**src/rtl/stitch_mem_scheduler_if.sv**
```systemverilog
// Command channel between the stitch memory scheduler and the AXI burst engine.
interface stitch_mem_scheduler_if #(
    parameter int unsigned ADDR_WIDTH = 32
);
    logic                  cmd_valid;
    logic                  cmd_ready;
    logic                  cmd_wr;
    logic [1:0]            cmd_id;
    logic [ADDR_WIDTH-1:0] cmd_addr;
    logic                  cmd_done;

    modport master (
        output cmd_valid, cmd_wr, cmd_id, cmd_addr,
        input  cmd_ready, cmd_done
    );

    modport slave (
        input  cmd_valid, cmd_wr, cmd_id, cmd_addr,
        output cmd_ready, cmd_done
    );
endinterface

```
**src/rtl/stitch_mem_scheduler.sv**
```systemverilog
// Shares one AXI burst master between three camera write streams and one stitched read stream,
// generating per-channel burst addresses for the cam0 | cam1/cam2 stitched frame layout.
module stitch_mem_scheduler #(
    parameter logic [31:0] C_M_TARGET_SLAVE_BASE_ADDR = 32'h1000_0000,
    parameter int unsigned C_M_AXI_ADDR_WIDTH         = 32,
    parameter int unsigned C_M_AXI_DATA_WIDTH         = 128,
    parameter int unsigned C_M_AXI_BURST_LEN          = 16,
    parameter logic [31:0] CH_STRIDE                  = 32'h0100_0000,
    parameter int unsigned IMG0_HDISP                 = 1920,
    parameter int unsigned IMG0_VDISP                 = 1080,
    parameter int unsigned IMG1_HDISP                 = 960,
    parameter int unsigned IMG1_VDISP                 = 540
) (
    input  logic       M_AXI_ACLK,
    input  logic       M_AXI_ARESETN,
    input  logic [2:0] wr_req,
    input  logic [2:0] wr_frame_start,
    output logic [2:0] wr_grant,
    input  logic       rd_req,
    input  logic       rd_urgent,
    input  logic       rd_frame_start,
    output logic       rd_grant,
    stitch_mem_scheduler_if.master cmd
);

    localparam int unsigned AW          = C_M_AXI_ADDR_WIDTH;
    localparam int unsigned BURST_BYTES = C_M_AXI_BURST_LEN * C_M_AXI_DATA_WIDTH / 8;
    localparam int unsigned PPB         = C_M_AXI_BURST_LEN * C_M_AXI_DATA_WIDTH / 32;
    localparam int unsigned FB0         = IMG0_HDISP * IMG0_VDISP / PPB;
    localparam int unsigned FB1         = IMG1_HDISP * IMG1_VDISP / PPB;
    localparam int unsigned FB_MAX      = (FB0 > FB1) ? FB0 : FB1;
    localparam int unsigned SEG_L       = IMG0_HDISP / PPB;
    localparam int unsigned SEG_R       = IMG1_HDISP / PPB;
    localparam int unsigned CNT_W       = (FB_MAX > 1) ? $clog2(FB_MAX) : 1;
    localparam int unsigned LINE_W      = (IMG0_VDISP > 1) ? $clog2(IMG0_VDISP) : 1;
    localparam int unsigned SEG_W       = ((SEG_L + SEG_R) > 1) ? $clog2(SEG_L + SEG_R) : 1;

    localparam logic [AW-1:0] BASE0 = AW'(C_M_TARGET_SLAVE_BASE_ADDR);
    localparam logic [AW-1:0] BASE1 = BASE0 + AW'(CH_STRIDE);
    localparam logic [AW-1:0] BASE2 = BASE1 + AW'(CH_STRIDE);

    typedef enum logic [1:0] {
        S_IDLE      = 2'd0,
        S_ISSUE     = 2'd1,
        S_WAIT_DONE = 2'd2
    } state_t;

    state_t            r_state;
    state_t            w_state_nxt;
    logic              w_issue;
    logic              w_accept;
    logic              w_done;

    logic              r_cmd_valid;
    logic              r_cmd_wr;
    logic [1:0]        r_cmd_id;
    logic [AW-1:0]     r_cmd_addr;
    logic [2:0]        r_wr_grant;
    logic              r_rd_grant;
    logic [1:0]        r_last_id;

    logic [CNT_W-1:0]  r_wcnt [3];
    logic [2:0]        r_wpend;
    logic [CNT_W-1:0]  r_rd_p0;
    logic [CNT_W-1:0]  r_rd_pr;
    logic [SEG_W-1:0]  r_rd_x;
    logic [LINE_W-1:0] r_rd_y;
    logic              r_rd_pend;

    logic [3:0]        w_req;
    logic              w_any_req;
    logic [1:0]        w_rr_idx;
    logic [1:0]        w_rr_id;
    logic              w_rr_found;
    logic [1:0]        w_sel_id;
    logic [AW-1:0]     w_sel_addr;
    logic [CNT_W-1:0]  w_wcnt_eff [3];
    logic [CNT_W-1:0]  w_p0_eff;
    logic [CNT_W-1:0]  w_pr_eff;
    logic [SEG_W-1:0]  w_x_eff;
    logic [LINE_W-1:0] w_y_eff;

    assign w_req     = {rd_req, wr_req};
    assign w_any_req = |w_req;

    always_ff @(posedge M_AXI_ACLK or negedge M_AXI_ARESETN) begin
        if (!M_AXI_ARESETN) begin
            r_state <= S_IDLE;
        end else begin
            r_state <= w_state_nxt;
        end
    end

    always_comb begin
        w_state_nxt = r_state;
        w_issue     = 1'b0;
        w_accept    = 1'b0;
        w_done      = 1'b0;
        case (r_state)
            S_IDLE: begin
                if (w_any_req) begin
                    w_issue     = 1'b1;
                    w_state_nxt = S_ISSUE;
                end
            end
            S_ISSUE: begin
                if (cmd.cmd_ready) begin
                    w_accept    = 1'b1;
                    w_state_nxt = S_WAIT_DONE;
                end
            end
            S_WAIT_DONE: begin
                if (cmd.cmd_done) begin
                    w_done      = 1'b1;
                    w_state_nxt = S_IDLE;
                end
            end
            default: w_state_nxt = S_IDLE;
        endcase
    end

    // Round-robin search starts one past the last grant; k == 4 revisits the last grant itself.
    always_comb begin
        w_rr_idx   = '0;
        w_rr_id    = '0;
        w_rr_found = 1'b0;
        for (int unsigned k = 1; k <= 4; k++) begin
            w_rr_idx = r_last_id + 2'(k);
            if (!w_rr_found && w_req[w_rr_idx]) begin
                w_rr_found = 1'b1;
                w_rr_id    = w_rr_idx;
            end
        end
        w_sel_id = (rd_req && rd_urgent) ? 2'd3 : w_rr_id;
    end

    // A frame_start arriving in the arbitration cycle already applies to the burst being issued.
    always_comb begin
        for (int unsigned i = 0; i < 3; i++) begin
            w_wcnt_eff[i] = wr_frame_start[i] ? '0 : r_wcnt[i];
        end
        w_p0_eff   = rd_frame_start ? '0 : r_rd_p0;
        w_pr_eff   = rd_frame_start ? '0 : r_rd_pr;
        w_x_eff    = rd_frame_start ? '0 : r_rd_x;
        w_y_eff    = rd_frame_start ? '0 : r_rd_y;
        w_sel_addr = '0;
        case (w_sel_id)
            2'd0: w_sel_addr = BASE0 + AW'(w_wcnt_eff[0]) * AW'(BURST_BYTES);
            2'd1: w_sel_addr = BASE1 + AW'(w_wcnt_eff[1]) * AW'(BURST_BYTES);
            2'd2: w_sel_addr = BASE2 + AW'(w_wcnt_eff[2]) * AW'(BURST_BYTES);
            default: begin
                if (w_x_eff < SEG_W'(SEG_L)) begin
                    w_sel_addr = BASE0 + AW'(w_p0_eff) * AW'(BURST_BYTES);
                end else if (w_y_eff < LINE_W'(IMG1_VDISP)) begin
                    w_sel_addr = BASE1 + AW'(w_pr_eff) * AW'(BURST_BYTES);
                end else begin
                    w_sel_addr = BASE2 + AW'(w_pr_eff) * AW'(BURST_BYTES);
                end
            end
        endcase
    end

    always_ff @(posedge M_AXI_ACLK or negedge M_AXI_ARESETN) begin
        if (!M_AXI_ARESETN) begin
            r_cmd_valid <= 1'b0;
            r_cmd_wr    <= 1'b0;
            r_cmd_id    <= '0;
            r_cmd_addr  <= '0;
            r_wr_grant  <= '0;
            r_rd_grant  <= 1'b0;
            r_last_id   <= 2'd3;
        end else begin
            if (w_issue) begin
                r_cmd_valid <= 1'b1;
                r_cmd_wr    <= (w_sel_id != 2'd3);
                r_cmd_id    <= w_sel_id;
                r_cmd_addr  <= w_sel_addr;
                r_wr_grant  <= (w_sel_id == 2'd3) ? 3'b000 : (3'b001 << w_sel_id);
                r_rd_grant  <= (w_sel_id == 2'd3);
                r_last_id   <= w_sel_id;
            end
            if (w_accept) begin
                r_cmd_valid <= 1'b0;
            end
            if (w_done) begin
                r_wr_grant <= '0;
                r_rd_grant <= 1'b0;
            end
        end
    end

    always_ff @(posedge M_AXI_ACLK or negedge M_AXI_ARESETN) begin
        if (!M_AXI_ARESETN) begin
            for (int unsigned i = 0; i < 3; i++) begin
                r_wcnt[i] <= '0;
            end
            r_wpend <= '0;
        end else begin
            for (int unsigned i = 0; i < 3; i++) begin
                if (w_done && r_wr_grant[i]) begin
                    r_wpend[i] <= 1'b0;
                    if (wr_frame_start[i] || r_wpend[i]) begin
                        r_wcnt[i] <= '0;
                    end else if (r_wcnt[i] == ((i == 0) ? CNT_W'(FB0 - 1) : CNT_W'(FB1 - 1))) begin
                        r_wcnt[i] <= '0;
                    end else begin
                        r_wcnt[i] <= r_wcnt[i] + CNT_W'(1);
                    end
                end else if (wr_frame_start[i]) begin
                    if (r_wr_grant[i]) begin
                        r_wpend[i] <= 1'b1;
                    end else begin
                        r_wcnt[i] <= '0;
                    end
                end
            end
        end
    end

    // Read walk: SEG_L left bursts then SEG_R right bursts per line; pr restarts at the cam1->cam2 seam.
    always_ff @(posedge M_AXI_ACLK or negedge M_AXI_ARESETN) begin
        if (!M_AXI_ARESETN) begin
            r_rd_p0   <= '0;
            r_rd_pr   <= '0;
            r_rd_x    <= '0;
            r_rd_y    <= '0;
            r_rd_pend <= 1'b0;
        end else if (w_done && r_rd_grant) begin
            r_rd_pend <= 1'b0;
            if (rd_frame_start || r_rd_pend) begin
                r_rd_p0 <= '0;
                r_rd_pr <= '0;
                r_rd_x  <= '0;
                r_rd_y  <= '0;
            end else begin
                if (r_rd_x < SEG_W'(SEG_L)) begin
                    r_rd_p0 <= r_rd_p0 + CNT_W'(1);
                end else begin
                    r_rd_pr <= r_rd_pr + CNT_W'(1);
                end
                if (r_rd_x == SEG_W'(SEG_L + SEG_R - 1)) begin
                    r_rd_x <= '0;
                    if (r_rd_y == LINE_W'(IMG0_VDISP - 1)) begin
                        r_rd_y  <= '0;
                        r_rd_p0 <= '0;
                        r_rd_pr <= '0;
                    end else begin
                        r_rd_y <= r_rd_y + LINE_W'(1);
                        if (r_rd_y == LINE_W'(IMG1_VDISP - 1)) begin
                            r_rd_pr <= '0;
                        end
                    end
                end else begin
                    r_rd_x <= r_rd_x + SEG_W'(1);
                end
            end
        end else if (rd_frame_start) begin
            if (r_rd_grant) begin
                r_rd_pend <= 1'b1;
            end else begin
                r_rd_p0 <= '0;
                r_rd_pr <= '0;
                r_rd_x  <= '0;
                r_rd_y  <= '0;
            end
        end
    end

    assign cmd.cmd_valid = r_cmd_valid;
    assign cmd.cmd_wr    = r_cmd_wr;
    assign cmd.cmd_id    = r_cmd_id;
    assign cmd.cmd_addr  = r_cmd_addr;
    assign wr_grant      = r_wr_grant;
    assign rd_grant      = r_rd_grant;

endmodule

```
**src/flat_wrapper.sv**
```systemverilog
// flat-port wrapper written by rule: the top's interface ports become plain ports
module stitch_mem_scheduler_flat 
#(
    parameter logic [31:0] C_M_TARGET_SLAVE_BASE_ADDR = 32'h1000_0000,
    parameter int unsigned C_M_AXI_ADDR_WIDTH         = 32,
    parameter int unsigned C_M_AXI_DATA_WIDTH         = 128,
    parameter int unsigned C_M_AXI_BURST_LEN          = 16,
    parameter logic [31:0] CH_STRIDE                  = 32'h0100_0000,
    parameter int unsigned IMG0_HDISP                 = 1920,
    parameter int unsigned IMG0_VDISP                 = 1080,
    parameter int unsigned IMG1_HDISP                 = 960,
    parameter int unsigned IMG1_VDISP                 = 540
)
  (M_AXI_ACLK, M_AXI_ARESETN, wr_req, wr_frame_start, wr_grant, rd_req, rd_urgent, rd_frame_start, rd_grant, cmd_cmd_valid, cmd_cmd_wr, cmd_cmd_id, cmd_cmd_addr, cmd_cmd_ready, cmd_cmd_done);
  stitch_mem_scheduler_if #(.ADDR_WIDTH((32))) cmd_i ();
  input  logic M_AXI_ACLK;
  input  logic M_AXI_ARESETN;
  input  logic [2:0] wr_req;
  input  logic [2:0] wr_frame_start;
  output logic [2:0] wr_grant;
  input  logic rd_req;
  input  logic rd_urgent;
  input  logic rd_frame_start;
  output logic rd_grant;
  output wire logic [$bits(cmd_i.cmd_valid)-1:0] cmd_cmd_valid;
  output wire logic [$bits(cmd_i.cmd_wr)-1:0] cmd_cmd_wr;
  output wire logic [$bits(cmd_i.cmd_id)-1:0] cmd_cmd_id;
  output wire logic [$bits(cmd_i.cmd_addr)-1:0] cmd_cmd_addr;
  input wire logic [$bits(cmd_i.cmd_ready)-1:0] cmd_cmd_ready;
  input wire logic [$bits(cmd_i.cmd_done)-1:0] cmd_cmd_done;
  assign cmd_cmd_valid = cmd_i.cmd_valid;
  assign cmd_cmd_wr = cmd_i.cmd_wr;
  assign cmd_cmd_id = cmd_i.cmd_id;
  assign cmd_cmd_addr = cmd_i.cmd_addr;
  assign cmd_i.cmd_ready = cmd_cmd_ready;
  assign cmd_i.cmd_done = cmd_cmd_done;
  stitch_mem_scheduler #(.C_M_TARGET_SLAVE_BASE_ADDR(C_M_TARGET_SLAVE_BASE_ADDR), .C_M_AXI_ADDR_WIDTH(C_M_AXI_ADDR_WIDTH), .C_M_AXI_DATA_WIDTH(C_M_AXI_DATA_WIDTH), .C_M_AXI_BURST_LEN(C_M_AXI_BURST_LEN), .CH_STRIDE(CH_STRIDE), .IMG0_HDISP(IMG0_HDISP), .IMG0_VDISP(IMG0_VDISP), .IMG1_HDISP(IMG1_HDISP), .IMG1_VDISP(IMG1_VDISP)) u_core (.M_AXI_ACLK(M_AXI_ACLK), .M_AXI_ARESETN(M_AXI_ARESETN), .wr_req(wr_req), .wr_frame_start(wr_frame_start), .wr_grant(wr_grant), .rd_req(rd_req), .rd_urgent(rd_urgent), .rd_frame_start(rd_frame_start), .rd_grant(rd_grant), .cmd(cmd_i));
endmodule
```
**config.mk**
```make
export PLATFORM = sky130hd
export DESIGN_NAME = stitch_mem_scheduler_flat
export DESIGN_NICKNAME = d
export VERILOG_FILES = /design/src/rtl/stitch_mem_scheduler_if.sv /design/src/rtl/stitch_mem_scheduler.sv /design/src/flat_wrapper.sv
export SDC_FILE = /design/constraint.sdc
export NUM_CORES = 1
export LEC_CHECK = 0
export ABC_AREA = 1
export CAP_MARGIN = 20
export CORE_ASPECT_RATIO = 0.5
export CORE_MARGIN = 10
export CORE_UTILIZATION = 60
export CTS_CLUSTER_SIZE = 28
export DETAILED_ROUTE_END_ITERATION = 8
export PLACE_DENSITY = 0.81
export SLEW_MARGIN = 20
export SYNTH_ARGS = -nofsm -noshare
export SYNTH_HDL_FRONTEND = slang
export SYNTH_SLANG_ARGS = --single-unit
```
**constraint.sdc**
```tcl
create_clock -name M_AXI_ACLK -period 2.1 [get_ports M_AXI_ACLK]
set_input_delay 0.42 -clock M_AXI_ACLK [delete_from_list [all_inputs] [get_ports M_AXI_ACLK]]
set_output_delay 0.42 -clock M_AXI_ACLK [all_outputs]
set_load 0.02 [all_outputs]
```
==> run summary <==
Outcome: complete, but fails checks
Failing checks: hold timing, setup timing
Fraction of layout cells with a size suffix above 1: 19.86%
Final non-filler cell total: 1414
Initial Util: 61.08%
Syn_area_per_cell: 7.102 µm²
Worst Path Max Fanout: 11
HP Class: primary input to async pin
Worst-skew pair later-pin latency: 0.43 ns
Pleak: 4.754 nW
Power consumption: 11.43 mW
Clock slew seen by the registers of the worst setup and hold paths: 0.06 ns
RePlAce Congestion: 0.9429
Synth top area share: 40.23%
PD cells: 1141 nW/µm²
Worst slack, placed: -0.3756 ns
CTS tree: yes
Clock Power Share: 27.0%
Setup WS post-layout: -0.1879 ns
Max Fclk: 437.1 MHz
Initial DRC count: 1051
Largest area contributor in the netlist: dfrtp_1
Critical Path End Type: register
Root Buffer: clkbuf_16
Clock skew: 0.008412 ns
Core ar.: 12630 µm²
CTS Buf Count: 17
Layout area overhead: 29.87%
Detail Placement HPWL: 15900 µm
DIE WIDTH: 180.3 µm
Unrepaired setup endpoints after global routing: true
Pint: 6.803 mW
Total negative slack: -2.769 ns
Synth warnings: 0
Sequential power share: 25.6%
Slew of the pin with the lowest slew margin: 0.5565 ns
Vias in the first global route: 7573
Finish-stage setup viols: 23
Reg2reg start: u_core.r_last_id[0]
Synth Instances: 1086
Worst Path Class, Setup: register to register
First-pass GRT wire length: 37000 µm
Worst r2r dst: u_core.cmd.cmd_addr[13]
Combinational fraction of design power: 47.4%
R2R setup slack: -0.19 ns
Final Max Tran Viols: 0
P_sw: 4.623 mW
Area contributors post-synth: dfrtp_1, nand2_1, inv_1, nor2_1, nand3_1
Pin count of the biggest net entering global routing: 41
NumNets Final: 1252
Synth Cell Area: 7712 µm²
Fin crit period: 2.288 ns
Worst reg-to-reg path cell count: 15
CTS max path bufs: 2
Crit share post-route: 108.9%
Placed insts: 1363
Total congestion overflow: 0
Max-slew headroom at the worst pin: 62.90%
Routed WL: 24000 µm
Vias: 8175
Ports: 53
Rows: 29
Clk sinks: 126
Register bit total from synthesis: 126
Final hold vios: 18
Final ANT Viol Nets: 0
Tot GR Track Use: 24.65%
Worst ir drop on vdd: 0.8616 mV
CP required: 2.41 ns
Initial antenna violation count: 0
CTS H-tree lvls: 4
Drt pass-1 iters: 8
Distinct cells, synth: 47
Max-cap violations: 0
Die Y: 100.2 µm
Die area: 18060 µm²
Vias per cell: 5.781
Hold WS: -0.02098 ns
IO Port Bufs: 38
Worst Setup Start Kind: register
Sequential area share after synthesis: 40.91%
Switching share of power: 40.46%
DRC violation count after routing: 0
Critical Path AT: 2.60 ns
# diodes: 0
Hold Buf Count CTS: 0
DR WL/cell: 16.97 µm
power by group through the flow:
stage	registers [mW]	logic (mW)	clock network, mW
detailed placement	2.93	4.14	0
floorplan	3.05	2.40	0
CTS	2.91	4.81	3.07
global route	2.94	5.75	3.20
global placement	2.93	4.06	0
finish	2.93	5.42	3.08
sequential cells by signal, indices dropped and copies added, names as in the netlist, 2 cells and up:
| name | cells |
|---|---|
| u_core.cmd.cmd_addr | 18 |
| u_core.cmd.cmd_id | 2 |
| u_core.r_last_id | 2 |
| u_core.r_rd_p0 | 15 |
| u_core.r_rd_pr | 15 |
| u_core.r_rd_x | 6 |
| u_core.r_rd_y | 11 |
| u_core.r_state | 2 |
| u_core.r_wcnt | 45 |
| u_core.r_wpend | 3 |
| u_core.wr_grant | 3 |
final cells by class:
class                      count  area (µm²)
fill                         826        2611
tap                          170       212.7
timing repair buffer         147        1341
multi-input combinational    775        4074
sequential                   126        3156
clock inverter                13       166.4
inverter                     164       623.1
clock buffer                  19       442.9
timing repair:
item | in CTS | in global routing
endpoints found under the hold margin | 0 | 0
gates resized for setup | 32 | 65
buffers inserted | 9 | 4
gates cloned | 4 | 2
setup endpoints to repair | 16 | 47
pin swaps | 27 | 20
cells in the mapped netlist (all sizes together):
cell type,count
a211oi,6
a21boi,1
a21oi,62
a22oi,1
a31oi,1
and3,1
buf,26
clkbuf,12
clkinv,3
conb,1
dfrtp,124
dfstp,2
ha,8
inv,161
mux2i,1
nand2,290
nand3,75
nand3b,1
nand4,38
nor2,113
nor3,40
nor3b,5
nor4,15
o21a,2
o21ai,64
o21bai,3
o22ai,13
o31ai,1
o32ai,1
or2,2
xnor2,2
xor2,11
worst max path at each step:
stage / from / endpoint / slack [ns] / cells past startpoint
CTS: u_core.r_last_id[0] / u_core.cmd.cmd_addr[19] / -0.03 / 15
floorplan: u_core.r_last_id[0] / u_core.cmd.cmd_addr[15] / 0.18 / 16
global placement: cmd_cmd_done / u_core.r_wcnt[24] / -0.37 / 13
finish: u_core.r_last_id[0] / u_core.cmd.cmd_addr[13] / -0.19 / 15
detailed placement: cmd_cmd_done / u_core.r_wcnt[24] / -0.38 / 13
global route: u_core.r_last_id[0] / u_core.cmd.cmd_addr[13] / -0.25 / 14
through the flow:
stage | utilization, % | area [µm²]
3_3_place_gp | 70.68 | 8925
3_5_place_dp | 70.68 | 8925
6_report | 79.32 | 10020
5_1_grt | 79.32 | 10020
2_1_floorplan | - | 7761
4_1_cts | 77.25 | 9754
cell families after synthesis:
logic type | share of synthesized area, %
simple gates | 34.13
buf+inv | 11.10
compound gates | 10.90
flops | 40.92
xor+xnor | 1.476
fa+ha+maj | 1.298
other cells | 0.04862
mux | 0.1298
metal layers:
layer	part of all wire (%)	wire, µm	vias up	GRT usage [%]
li1	-	-	3820	-
met1	41	9918	3816	31.68
met2	47	11360	470	41.00
met3	8.7	2077	69	6.068
met4	2.7	642	0	6.704
met5	0	0	-	0
cell usage in the layout, fill, tap and decap left out, drive strengths merged, types with 13 or more instances in the layout:
master / n
a21oi: 62
buf: 110
clkbuf: 19
clkdlybuf4s50: 37
conb: 14
dfrtp: 124
inv: 161
nand2: 291
nand3: 76
nand4: 38
nor2: 115
nor3: 40
nor4: 15
o21ai: 64
o22ai: 13
critical path: stages, from the launching register on:
cell	delay (ns)
dfstp_2	0.60
inv_4	0.08
nand2_2	0.09
nand2_4	0.08
nand2_4	0.09
nand2_4	0.07
nor2_4	0.13
nand4_1	0.14
nand2_1	0.16
nor2_4	0.06
buf_6	0.12
buf_12	0.13
nand3_2	0.06
nand2_1	0.08
o21ai_2	0.19
nand2_1	0.07
Note: power is estimated with default switching activity, not from simulation.
